`config.mk`:
```
export PLATFORM = sky130hd
export DESIGN_NAME = alu_sequencer_flat
export DESIGN_NICKNAME = d
export VERILOG_FILES = /design/src/rtl/alu_sequencer_if.sv /design/src/rtl/alu_sequencer.sv /design/src/flat_wrapper.sv
export SDC_FILE = /design/constraint.sdc
export NUM_CORES = 1
export LEC_CHECK = 0
export ABC_AREA = 1
export ABC_CLOCK_PERIOD_IN_PS = 2060
export CAP_MARGIN = 20
export CELL_PAD_IN_SITES_DETAIL_PLACEMENT = 1
export CELL_PAD_IN_SITES_GLOBAL_PLACEMENT = 2
export CORE_MARGIN = 2
export CORE_UTILIZATION = 31
export DETAILED_ROUTE_END_ITERATION = 8
export PLACE_DENSITY = 0.93
export SLEW_MARGIN = 25
export SYNTH_ARGS = -nofsm -noshare
export SYNTH_HDL_FRONTEND = slang
export SYNTH_SLANG_ARGS = --single-unit
```
`constraint.sdc`:
```
create_clock -name clk -period 2.06 [get_ports clk]
set_input_delay 0.206 -clock clk [delete_from_list [all_inputs] [get_ports clk]]
set_output_delay 0.206 -clock clk [all_outputs]
set_load 0.005 [all_outputs]
```
`src/rtl/alu_sequencer_if.sv`:
```
// Bundle for the sequencer: instruction-memory port, ALU operand/result port, output port and halt status.
// The master side belongs to the sequencer, the slave side to the memory/ALU environment.
interface alu_sequencer_if;
  logic [7:0] imem_addr;
  logic       imem_req;
  logic       imem_ack;
  logic [7:0] imem_data;
  logic [7:0] alu_a;
  logic [7:0] alu_b;
  logic [1:0] alu_sel;
  logic [7:0] alu_out;
  logic       alu_zf;
  logic [7:0] out_data;
  logic       out_valid;
  logic       halted;

  modport master (
    output imem_addr, imem_req, alu_a, alu_b, alu_sel, out_data, out_valid, halted,
    input  imem_ack, imem_data, alu_out, alu_zf
  );

  modport slave (
    input  imem_addr, imem_req, alu_a, alu_b, alu_sel, out_data, out_valid, halted,
    output imem_ack, imem_data, alu_out, alu_zf
  );
endinterface

```
`src/rtl/alu_sequencer.sv`:
```
// Multi-cycle fetch/decode/execute controller for the 8-bit core: 4x8 register file, external ALU.
// Define SEQ_OUT_PORT_EN to implement the OUT instruction; otherwise it decodes as a NOP.
module alu_sequencer (
  input  logic            clk,
  input  logic            rst_n,
  alu_sequencer_if.master bus
);

  typedef enum logic [2:0] {
    S_FETCH,
    S_DECODE,
    S_EXEC,
    S_IMM,
    S_HALT
  } state_t;

  state_t          state_q, state_d;
  logic [7:0]      pc_q, pc_d;
  logic [7:0]      ir_q, ir_d;
  logic [3:0][7:0] regs_q, regs_d;
  logic            zf_q, zf_d;
  logic            req_q, req_d;
  logic            taken;

  logic [1:0] cls, sub, rd, rs;
  assign cls = ir_q[7:6];
  assign sub = ir_q[5:4];
  assign rd  = ir_q[3:2];
  assign rs  = ir_q[1:0];

  always_comb begin
    case (sub)
      2'b00:   taken = 1'b1;
      2'b01:   taken = zf_q;
      2'b10:   taken = ~zf_q;
      default: taken = 1'b0;
    endcase
  end

  always_comb begin
    state_d = state_q;
    pc_d    = pc_q;
    ir_d    = ir_q;
    regs_d  = regs_q;
    zf_d    = zf_q;
    case (state_q)
      S_FETCH: begin
        if (req_q && bus.imem_ack) begin
          ir_d    = bus.imem_data;
          pc_d    = pc_q + 8'd1;
          state_d = S_DECODE;
        end
      end
      S_DECODE: begin
        case (cls)
          2'b00:        state_d = S_EXEC;
          2'b01, 2'b10: state_d = S_IMM;
          default:      state_d = (sub == 2'b11) ? S_HALT : S_FETCH;
        endcase
      end
      S_EXEC: begin
        regs_d[rd] = bus.alu_out;
        zf_d       = bus.alu_zf;
        state_d    = S_FETCH;
      end
      S_IMM: begin
        if (req_q && bus.imem_ack) begin
          if (cls == 2'b01) begin
            regs_d[rd] = bus.imem_data;
            pc_d       = pc_q + 8'd1;
          end else begin
            pc_d = taken ? bus.imem_data : pc_q + 8'd1;
          end
          state_d = S_FETCH;
        end
      end
      S_HALT:  state_d = S_HALT;
      default: state_d = S_FETCH;
    endcase
    // Request is registered: it rises on the edge that enters FETCH/IMM and falls after the ack.
    req_d = (state_d == S_FETCH) || (state_d == S_IMM);
  end

  always_ff @(posedge clk or negedge rst_n) begin
    if (!rst_n) begin
      state_q <= S_FETCH;
      pc_q    <= '0;
      ir_q    <= '0;
      regs_q  <= '0;
      zf_q    <= 1'b0;
      req_q   <= 1'b0;
    end else begin
      state_q <= state_d;
      pc_q    <= pc_d;
      ir_q    <= ir_d;
      regs_q  <= regs_d;
      zf_q    <= zf_d;
      req_q   <= req_d;
    end
  end

  assign bus.imem_addr = pc_q;
  assign bus.imem_req  = req_q;
  assign bus.alu_a     = regs_q[rd];
  assign bus.alu_b     = regs_q[rs];
  assign bus.alu_sel   = sub;
  assign bus.halted    = (state_q == S_HALT);

`ifdef SEQ_OUT_PORT_EN
  logic       out_valid_q;
  logic [7:0] out_data_q;
  logic       out_fire;

  assign out_fire = (state_q == S_DECODE) && (cls == 2'b11) && (sub == 2'b01);

  always_ff @(posedge clk or negedge rst_n) begin
    if (!rst_n) begin
      out_valid_q <= 1'b0;
      out_data_q  <= '0;
    end else begin
      out_valid_q <= out_fire;
      if (out_fire) out_data_q <= regs_q[rs];
    end
  end

  assign bus.out_valid = out_valid_q;
  assign bus.out_data  = out_data_q;
`else
  assign bus.out_valid = 1'b0;
  assign bus.out_data  = 8'h00;
`endif

endmodule

```
`src/flat_wrapper.sv`:
```
// flat-port wrapper written by rule: the top's interface ports become plain ports
module alu_sequencer_flat 
  (clk, rst_n, bus_imem_addr, bus_imem_req, bus_alu_a, bus_alu_b, bus_alu_sel, bus_out_data, bus_out_valid, bus_halted, bus_imem_ack, bus_imem_data, bus_alu_out, bus_alu_zf);
  alu_sequencer_if bus_i ();
  input  logic clk;
  input  logic rst_n;
  output wire logic [$bits(bus_i.imem_addr)-1:0] bus_imem_addr;
  output wire logic [$bits(bus_i.imem_req)-1:0] bus_imem_req;
  output wire logic [$bits(bus_i.alu_a)-1:0] bus_alu_a;
  output wire logic [$bits(bus_i.alu_b)-1:0] bus_alu_b;
  output wire logic [$bits(bus_i.alu_sel)-1:0] bus_alu_sel;
  output wire logic [$bits(bus_i.out_data)-1:0] bus_out_data;
  output wire logic [$bits(bus_i.out_valid)-1:0] bus_out_valid;
  output wire logic [$bits(bus_i.halted)-1:0] bus_halted;
  input wire logic [$bits(bus_i.imem_ack)-1:0] bus_imem_ack;
  input wire logic [$bits(bus_i.imem_data)-1:0] bus_imem_data;
  input wire logic [$bits(bus_i.alu_out)-1:0] bus_alu_out;
  input wire logic [$bits(bus_i.alu_zf)-1:0] bus_alu_zf;
  assign bus_imem_addr = bus_i.imem_addr;
  assign bus_imem_req = bus_i.imem_req;
  assign bus_alu_a = bus_i.alu_a;
  assign bus_alu_b = bus_i.alu_b;
  assign bus_alu_sel = bus_i.alu_sel;
  assign bus_out_data = bus_i.out_data;
  assign bus_out_valid = bus_i.out_valid;
  assign bus_halted = bus_i.halted;
  assign bus_i.imem_ack = bus_imem_ack;
  assign bus_i.imem_data = bus_imem_data;
  assign bus_i.alu_out = bus_alu_out;
  assign bus_i.alu_zf = bus_alu_zf;
  alu_sequencer u_core (.clk(clk), .rst_n(rst_n), .bus(bus_i));
endmodule
```
==> metrics.sh, run 1 <==
RUN_STATUS='completed'
CRITICAL_PATH_CLASS='register to primary output'
DPL.HPWL_UM=6720
NETLIST_AREA_UM2=3030
YS_SEQ_AREA_SHARE_PCT=43.8
CRIT_PATH_MAX_INCR_DELAY_PS=520
HOLD-WORST-SLACK_PS=410
CORE_AREA_UM2=9640
FINAL_LAYOUT_SIZE_SUFFIX_GT1_SHARE_PCT=11.7
NNETSFINAL=499
HOLD_PATH.CLASS='primary input to async pin'
CTS_BUFFERS=5
CTS.ROOT.BUFFER_CELL='clkbuf_8'
CRITPATHSLOWESTCELL='clkdlybuf4s50_1'
CLOCK-SKEW-FINAL_PS=12.4
LEAKAGE_uW=0.00200
GRT_PASS1_VIAS=3034
INITIAL_UTILIZATION_PCT=31.4
GRT_USAGE_PCT=18.7
DRT_DRC_VIOLATIONS_LEFT=0
FLOORPLAN.ROWS=36
TRITONCTS='yes'
GRT_PASS1_WL_UM=15300
TOP_CELL_TYPE_BY_TOTAL_AREA_AFTER_SYNTHESIS='dfrtp_1'
GP_CONGESTION=0.772
PIN_COUNT_OF_THE_BIGGEST_NET_ENTERING_GLOBAL_ROUTING=54
YS.FLOP_TYPE='dfrtp_1'
TIMING.CRITICAL_PATH.TO_TYPE='primary output'
IO_BUFFER_COUNT=47
FINAL.SETUP.WORST_SLACK_PS=82.9
ANT_CELLS=0
DIE-AREA_UM2=10600
NETLIST_TOP_CELLS_AREA='dfrtp_1 (44%), nand2_1 (18%), nand3_1 (7.6%)'
REPORT.FINAL.SLEW_VIOL_COUNT=0
DIE_WIDTH_UM=103
DRT_FIRST_PASS_ITERS=4
DRV.MAX_CAP_VIOLATION_COUNT=0
REPORT.FINAL.SETUP_VIOL=0
NUM_IO_PINS=57
YS.WARNINGS.COUNT=0
MIN_PERIOD_PS=1980
GRT_SETUP_UNREPAIRED='false'
POST_DRT_WL_PER_CELL_UM=15.6
POWER.DENSITY_nW_PER_UM2=1490
POST_DRT_VIA_CELL_RATIO=4.95
SYNTH_ENABLE_FLOP_CELLS=0
POST-ROUTE-PERIOD-UTIL_PCT=96.0
DETAILROUTE.VIA_COUNT=3021
START_KIND='register'
CRITPATHMAXFANOUT=17
CRIT_REQUIRED_PS=1850
CP_CELL_SEQUENCE='buf_6 -> o21ai_0 -> o22ai_1 -> clkdlybuf4s50_1'
SYN2LAYOUT_AREA_GROWTH_PCT=28.5
YS_SEQ_ELEMENTS=53
CLOCK_LATENCY_PS=320
NETLIST-CELL-TYPE-COUNT=27
REPORT.FINAL.HOLD_VIOL_COUNT=0
SYNTH.TOP_CELL.AREA_SHARE_PCT=43.8
SHARE_OF_SYNTHESIZED_REGISTERS_CARRYING_AN_ASYNC_SET_OR_RESET_PCT=100
MAXIMUM_CLOCK_FREQUENCY_MHz=506
DIEHEIGHT_UM=103
GR-TOTAL-OVERFLOW=0
CLOCK_SINK_COUNT=53
TIMING.SETUP.TNS_PS=0
SYN-MEAN-INSTANCE-AREA_UM2=7.26
ANTENNA_VIOLATING_NETS_POST_ROUTE=0
YS_TOP_CELLS_BY_COUNT='nand2_1 (149), dfrtp_1 (53), nand3_1 (46)'
YOSYSMOSTFREQUENTCELL='nand2_1'
DP_WORST_SETUP_SLACK_PS=294
FIN_UTIL_PCT=40.4
ANTENNA_VIOLATIONS_BEFORE_REPAIR=0
WL_UM=9520
CLOCK_TREE.BUFFER_DEPTH=2
IR_DROP_V=0.000399
CP_DATA_ARRIVAL_TIME_PS=1770
POWER.TOTAL_uW=5790
POST_SYNTH_INST_COUNT=417
CLK_PIN_SLEW_WORST_PATHS_PS=110
HTREEDEPTH=2
DETAILEDROUTE.FIRSTITERATIONVIOLATIONS=100
[cells by family (layout without fill, tap and decap cells)]
logic type	after synthesis	count (layout)	share of synthesized area (%)
and+or+nand+nor	239	239	33.5
AOI/OAI and AO/OA	63	63	12.2
buffers and inverters	57	109	8.92
DFF	53	53	43.8
adders and majority gates	3	3	1.24
other	1	9	0.124
xor gates and xnor gates	1	1	0.289
[per-stage QoR]
step                      cell area [um2]  instances
after floorplan                      3060        425
after global placement               3650        593
after detailed placement             3650        593
after CTS                            3800        604
after global routing                 3890        610
final                                3890        610
[worst max-delay path: cells and delay by family, from the launching register on]
| kind | cells | cell delay (ps) |
|---|---|---|
| flops | 1 | 450 |
| buf+inv | 2 | 710 |
| compound gates | 2 | 280 |
[sequential cells by signal, indices dropped and copies added (netlist names)]
name                  cells
u_core.bus.imem_addr      8
u_core.bus.imem_req       1
u_core.ir_q               8
u_core.regs_q            32
u_core.state_q            3
u_core.zf_q               1
[final timing paths]
check	end	cells after the start	startpoint	slack, ps
min	u_core.ir_q[5]	3	rst_n	410
max in group asynchronous	u_core.ir_q[3]	3	rst_n	1390
min in group clk	u_core.zf_q	3	bus_alu_zf	480
max reg2reg	u_core.regs_q[9]	5	u_core.state_q[2]	380
min reg2reg	u_core.regs_q[31]	2	u_core.regs_q[31]	520
max	bus_alu_b[7]	4	u_core.ir_q[0]	80
[routing by layer]
metal / GRT usage [%] / wire length, um / vias up
li1: - / - / 1463
met1: 25.5 / 4590 / 1486
met2: 31.4 / 4500 / 62
met3: 2.98 / 288 / 10
met4: 4.15 / 127 / 0
met5: 0 / 0 / -
[placed cells by master, fill, tap and decap left out, drive strengths merged, types with 3 or more instances in the layout]
master         count
o21ai             38
nand3             51
conb               9
clkbuf             5
buf               20
clkdlybuf4s50     38
dfrtp             53
a22oi             15
clkinv             3
nor2              35
inv               31
dlymetal6s2s       8
o22ai              8
nand2            150
clkinvlp           3
ha                 3
[report_power, final]
| group | switching (uW) | internal, uW | total (uW) |
|---|---|---|---|
| sequential | 544 | 1510 | 2060 |
| clock | 380 | 242 | 622 |
| combinational | 1640 | 1480 | 3110 |
[timing repair]
action	CTS	global route
hold buffers	1	0
setup endpoints to repair	12	16
resized for setup	11	19
cloned	0	1
buffers inserted	2	5
hold endpoints to repair	53	0
[final cells by class]
cell class	count	area [um2]
repair buffers	67	669
well taps	133	166
repair inverters	1	7.51
flip-flops and latches	53	1330
inverters	33	130
multi-input cells	315	1500
clock inverters	3	21.3
clock buffers	5	68.8
fillers	1226	5750
Power figures use the tool's default switching activity.
==> inputs of run 2 (changes only) <==
--- a/config.mk
+++ b/config.mk
@@ -10,8 +10,9 @@
 export CAP_MARGIN = 20
 export CELL_PAD_IN_SITES_DETAIL_PLACEMENT = 1
 export CELL_PAD_IN_SITES_GLOBAL_PLACEMENT = 2
-export CORE_MARGIN = 2
+export CORE_MARGIN = 10
 export CORE_UTILIZATION = 31
+export CTS_CLUSTER_SIZE = 40
 export DETAILED_ROUTE_END_ITERATION = 8
 export PLACE_DENSITY = 0.93
 export SLEW_MARGIN = 25
==> metrics.sh, run 2 (synthesis results as in run 1) <==
TIMING.CRITICAL_PATH.TO_TYPE='primary output'  # unchanged
MIN_PERIOD_PS=1970  # was 1980 ps
SWSHARE_PCT=43.4  # was 44.2%
DIE_WIDTH_UM=119  # was 103 um
MAXIMUM_CLOCK_FREQUENCY_MHz=509  # was 506 MHz
POST_DRT_WL_PER_CELL_UM=16.0  # was 15.6 um
LAYOUT_COMMONEST_CELL='nand2_1'  # unchanged
CRITPATHSLOWESTCELL='clkdlybuf4s50_1'  # unchanged
CTS_BUFFERS=5  # unchanged
IR_DROP_V=0.000413  # was 0.000399 V
MULTI_INPUT_AREA_UM2=1490  # was 1500 um2
HOLD-WORST-SLACK_PS=431  # was 410 ps
HTREEDEPTH=2  # unchanged
GRT_USAGE_PCT=13.6  # was 18.7%
CRIT_REQUIRED_PS=1850  # about the same
REPORT.FINAL.HOLD_VIOL_COUNT=0  # unchanged
SYN2LAYOUT_AREA_GROWTH_PCT=30.4  # was 28.5%
DETAILEDROUTE.FIRSTITERATIONVIOLATIONS=186  # was 100
POWER.DENSITY_nW_PER_UM2=1500  # was 1490 nW/um2
FLOORPLAN.ROWS=36  # unchanged
CLOCK_TREE.BUFFER_DEPTH=2  # unchanged
START_KIND='register'  # unchanged
DETAILROUTE.VIA_COUNT=3010  # was 3021
DIE-AREA_UM2=14100  # was 10600 um2
REGISTER_CELL_AREA_AFTER_LAYOUT_UM2=1330  # about the same
WORST_SLEW_MARGIN_REL_PCT=60.8
TOTAL_SWITCHING_POWER_uW=2580  # was 2560 uW
GP_CONGESTION=0.794  # was 0.772
CRIT_PATH_MAX_INCR_DELAY_PS=530  # was 520 ps
REPORT.FINAL.SLEW_VIOL_COUNT=0  # unchanged
CORE_AREA_UM2=9640  # unchanged
WL_UM=9890  # was 9520 um
TOP_REGISTER='u_core.regs_q'  # unchanged
DIEHEIGHT_UM=119  # was 103 um
COMBPWRFRAC_PCT=55.3  # was 53.8%
NUM_IO_PINS=57  # unchanged
CLOCK_LATENCY_PS=310  # was 320 ps
INITIAL_UTILIZATION_PCT=31.4  # unchanged
TIGHTEST_SLEW_PS=588
DPL.HPWL_UM=7250  # was 6720 um
REPORT.FINAL.SETUP_VIOL=0  # unchanged
LEAKAGE_uW=0.00202  # was 0.00200 uW
TRITONCTS='yes'  # unchanged
GRT_PASS1_VIAS=3174  # was 3034
CRITICAL_PATH_CLASS='register to primary output'  # unchanged
DRV.MAX_CAP_VIOLATION_COUNT=0  # unchanged
FINAL_LAYOUT_SIZE_SUFFIX_GT1_SHARE_PCT=12.8  # was 11.7%
LAYOUT_COMMON_CELLS='nand2_1 (149), dfrtp_1 (49), nand3_1 (46)'  # was nand2_1 (148), dfrtp_1 (50), nand3_1 (46)
DRT_DRC_VIOLATIONS_LEFT=0  # unchanged
CP_DATA_ARRIVAL_TIME_PS=1760  # was 1770 ps
HOLD_PATH.CLASS='primary input to async pin'  # unchanged
POST_DRT_VIA_CELL_RATIO=4.88  # was 4.95
CRITPATHMAXFANOUT=8  # was 17
ANTENNA_VIOLATIONS_BEFORE_REPAIR=0  # unchanged
CRITPATHTOPFAMILY='buffers and inverters'  # unchanged
CP_CELL_SEQUENCE='clkinvlp_4 -> buf_4 -> nor2_1 -> o22ai_1 -> clkdlybuf4s50_1'  # was buf_6 -> o21ai_0 -> o22ai_1 -> clkdlybuf4s50_1
ANTENNA_VIOLATING_NETS_POST_ROUTE=0  # unchanged
RUN_STATUS='completed'  # unchanged
ANT_CELLS=0  # unchanged
GR-TOTAL-OVERFLOW=0  # unchanged
PWR-SHARE-CLK_PCT=10.2  # was 10.7%
NNETSFINAL=506  # was 499
POWER.INTERNAL_uW=3360  # was 3230 uW
CLOCK_SINK_COUNT=53  # unchanged
CRITPATHBUFINV=3  # was 2
DRT_FIRST_PASS_ITERS=4  # unchanged
PIN_COUNT_OF_THE_BIGGEST_NET_ENTERING_GLOBAL_ROUTING=32  # was 54
POWER.TOTAL_uW=5930  # was 5790 uW
LARGEST_REGISTER_FFS=32  # unchanged
TIMING.SETUP.TNS_PS=0  # unchanged
CLK_PIN_SLEW_WORST_PATHS_PS=100  # was 110 ps
POST-ROUTE-PERIOD-UTIL_PCT=95.4  # was 96.0%
CTS.ROOT.BUFFER_CELL='clkbuf_8'  # unchanged
FIN_UTIL_PCT=41.0  # was 40.4%
GRT_PASS1_WL_UM=16100  # was 15300 um
N_FILL_CELL=1241  # was 1226
IO_BUFFER_COUNT=47  # unchanged
CLOCK-SKEW-FINAL_PS=6.72  # was 12.4 ps
POWER_FRAC_SEQ_PCT=34.5  # was 35.5%
-- run 2: worst paths after layout --
path	from	to	slack (ps)	depth (start not counted)
worst max register to register	u_core.state_q[2]	u_core.bus.imem_addr[5]	400	7
worst min register to register	u_core.regs_q[25]	u_core.regs_q[25]	510	2
min in group clk	bus_imem_data[5]	u_core.ir_q[5]	490	3
worst min-delay path	rst_n	u_core.regs_q[5]	430	2
worst max-delay path	u_core.ir_q[0]	bus_alu_b[5]	90	5
max in group asynchronous	rst_n	u_core.ir_q[0]	1040	3
-- run 2: power by group through the flow --
stage / clock, uW / combinational [uW] / sequential (uW)
after floorplan: 0 / 1720 / 1840
after global placement: 0 / 2950 / 1990
after detailed placement: 0 / 3060 / 2010
after CTS: 632 / 3080 / 2000
after global routing: 672 / 3690 / 2120
final: 604 / 3280 / 2050
-- run 2: cell type report --
type / count / area share, %
flip-flops and latches: 53 / 33.7
repair buffers: 75 / 18.8
inverters: 33 / 3.23
multi-input cells: 315 / 37.8
well taps: 133 / 4.21
clock inverters: 3 / 0.538
clock buffers: 5 / 1.74
-- run 2: through the flow --
step	instance area [um2]	std cells	worst slack (ps)
global placement	3670	596	327
CTS	3780	605	-20.2
floorplan	3060	425	648
global route	3950	617	-3.53
finish	3950	617	94.7
detailed placement	3670	596	305
-- run 2: worst reg2reg max path, stage by stage, from the launching register on --
cell and delay [ps]:
dfrtp_1 460, inv_2 140, nand3_2 300, nand2_1 170, nand2_1 240, nor2_1 170, nand2_1 70, nand2_1 50
-- run 2: repair_timing --
item,4_1_cts,5_1_grt
setup buffers,0,10
setup endpoints to repair,14,16
endpoints found under the hold margin,22,0
gates resized for setup,3,25
gates cloned,0,2
hold buffers,1,0
-- run 2: metal layers --
layer  track usage (%)  wire, um  vias up
met1              17.3      4660     1492
li1                  -         -     1472
met5                 0         0        -
met3              3.35       375        2
met4              2.90        46        0
met2              22.7      4810       44
==> inputs of run 3 (changes only) <==
--- a/config.mk
+++ b/config.mk
@@ -7,7 +7,7 @@
 export LEC_CHECK = 0
 export ABC_AREA = 1
 export ABC_CLOCK_PERIOD_IN_PS = 2060
-export CAP_MARGIN = 20
+export CAP_MARGIN = 25
 export CELL_PAD_IN_SITES_DETAIL_PLACEMENT = 1
 export CELL_PAD_IN_SITES_GLOBAL_PLACEMENT = 2
 export CORE_MARGIN = 10
==> results of run 3 <==
The final DEF is identical to that of run 2; final timing and power are the same.
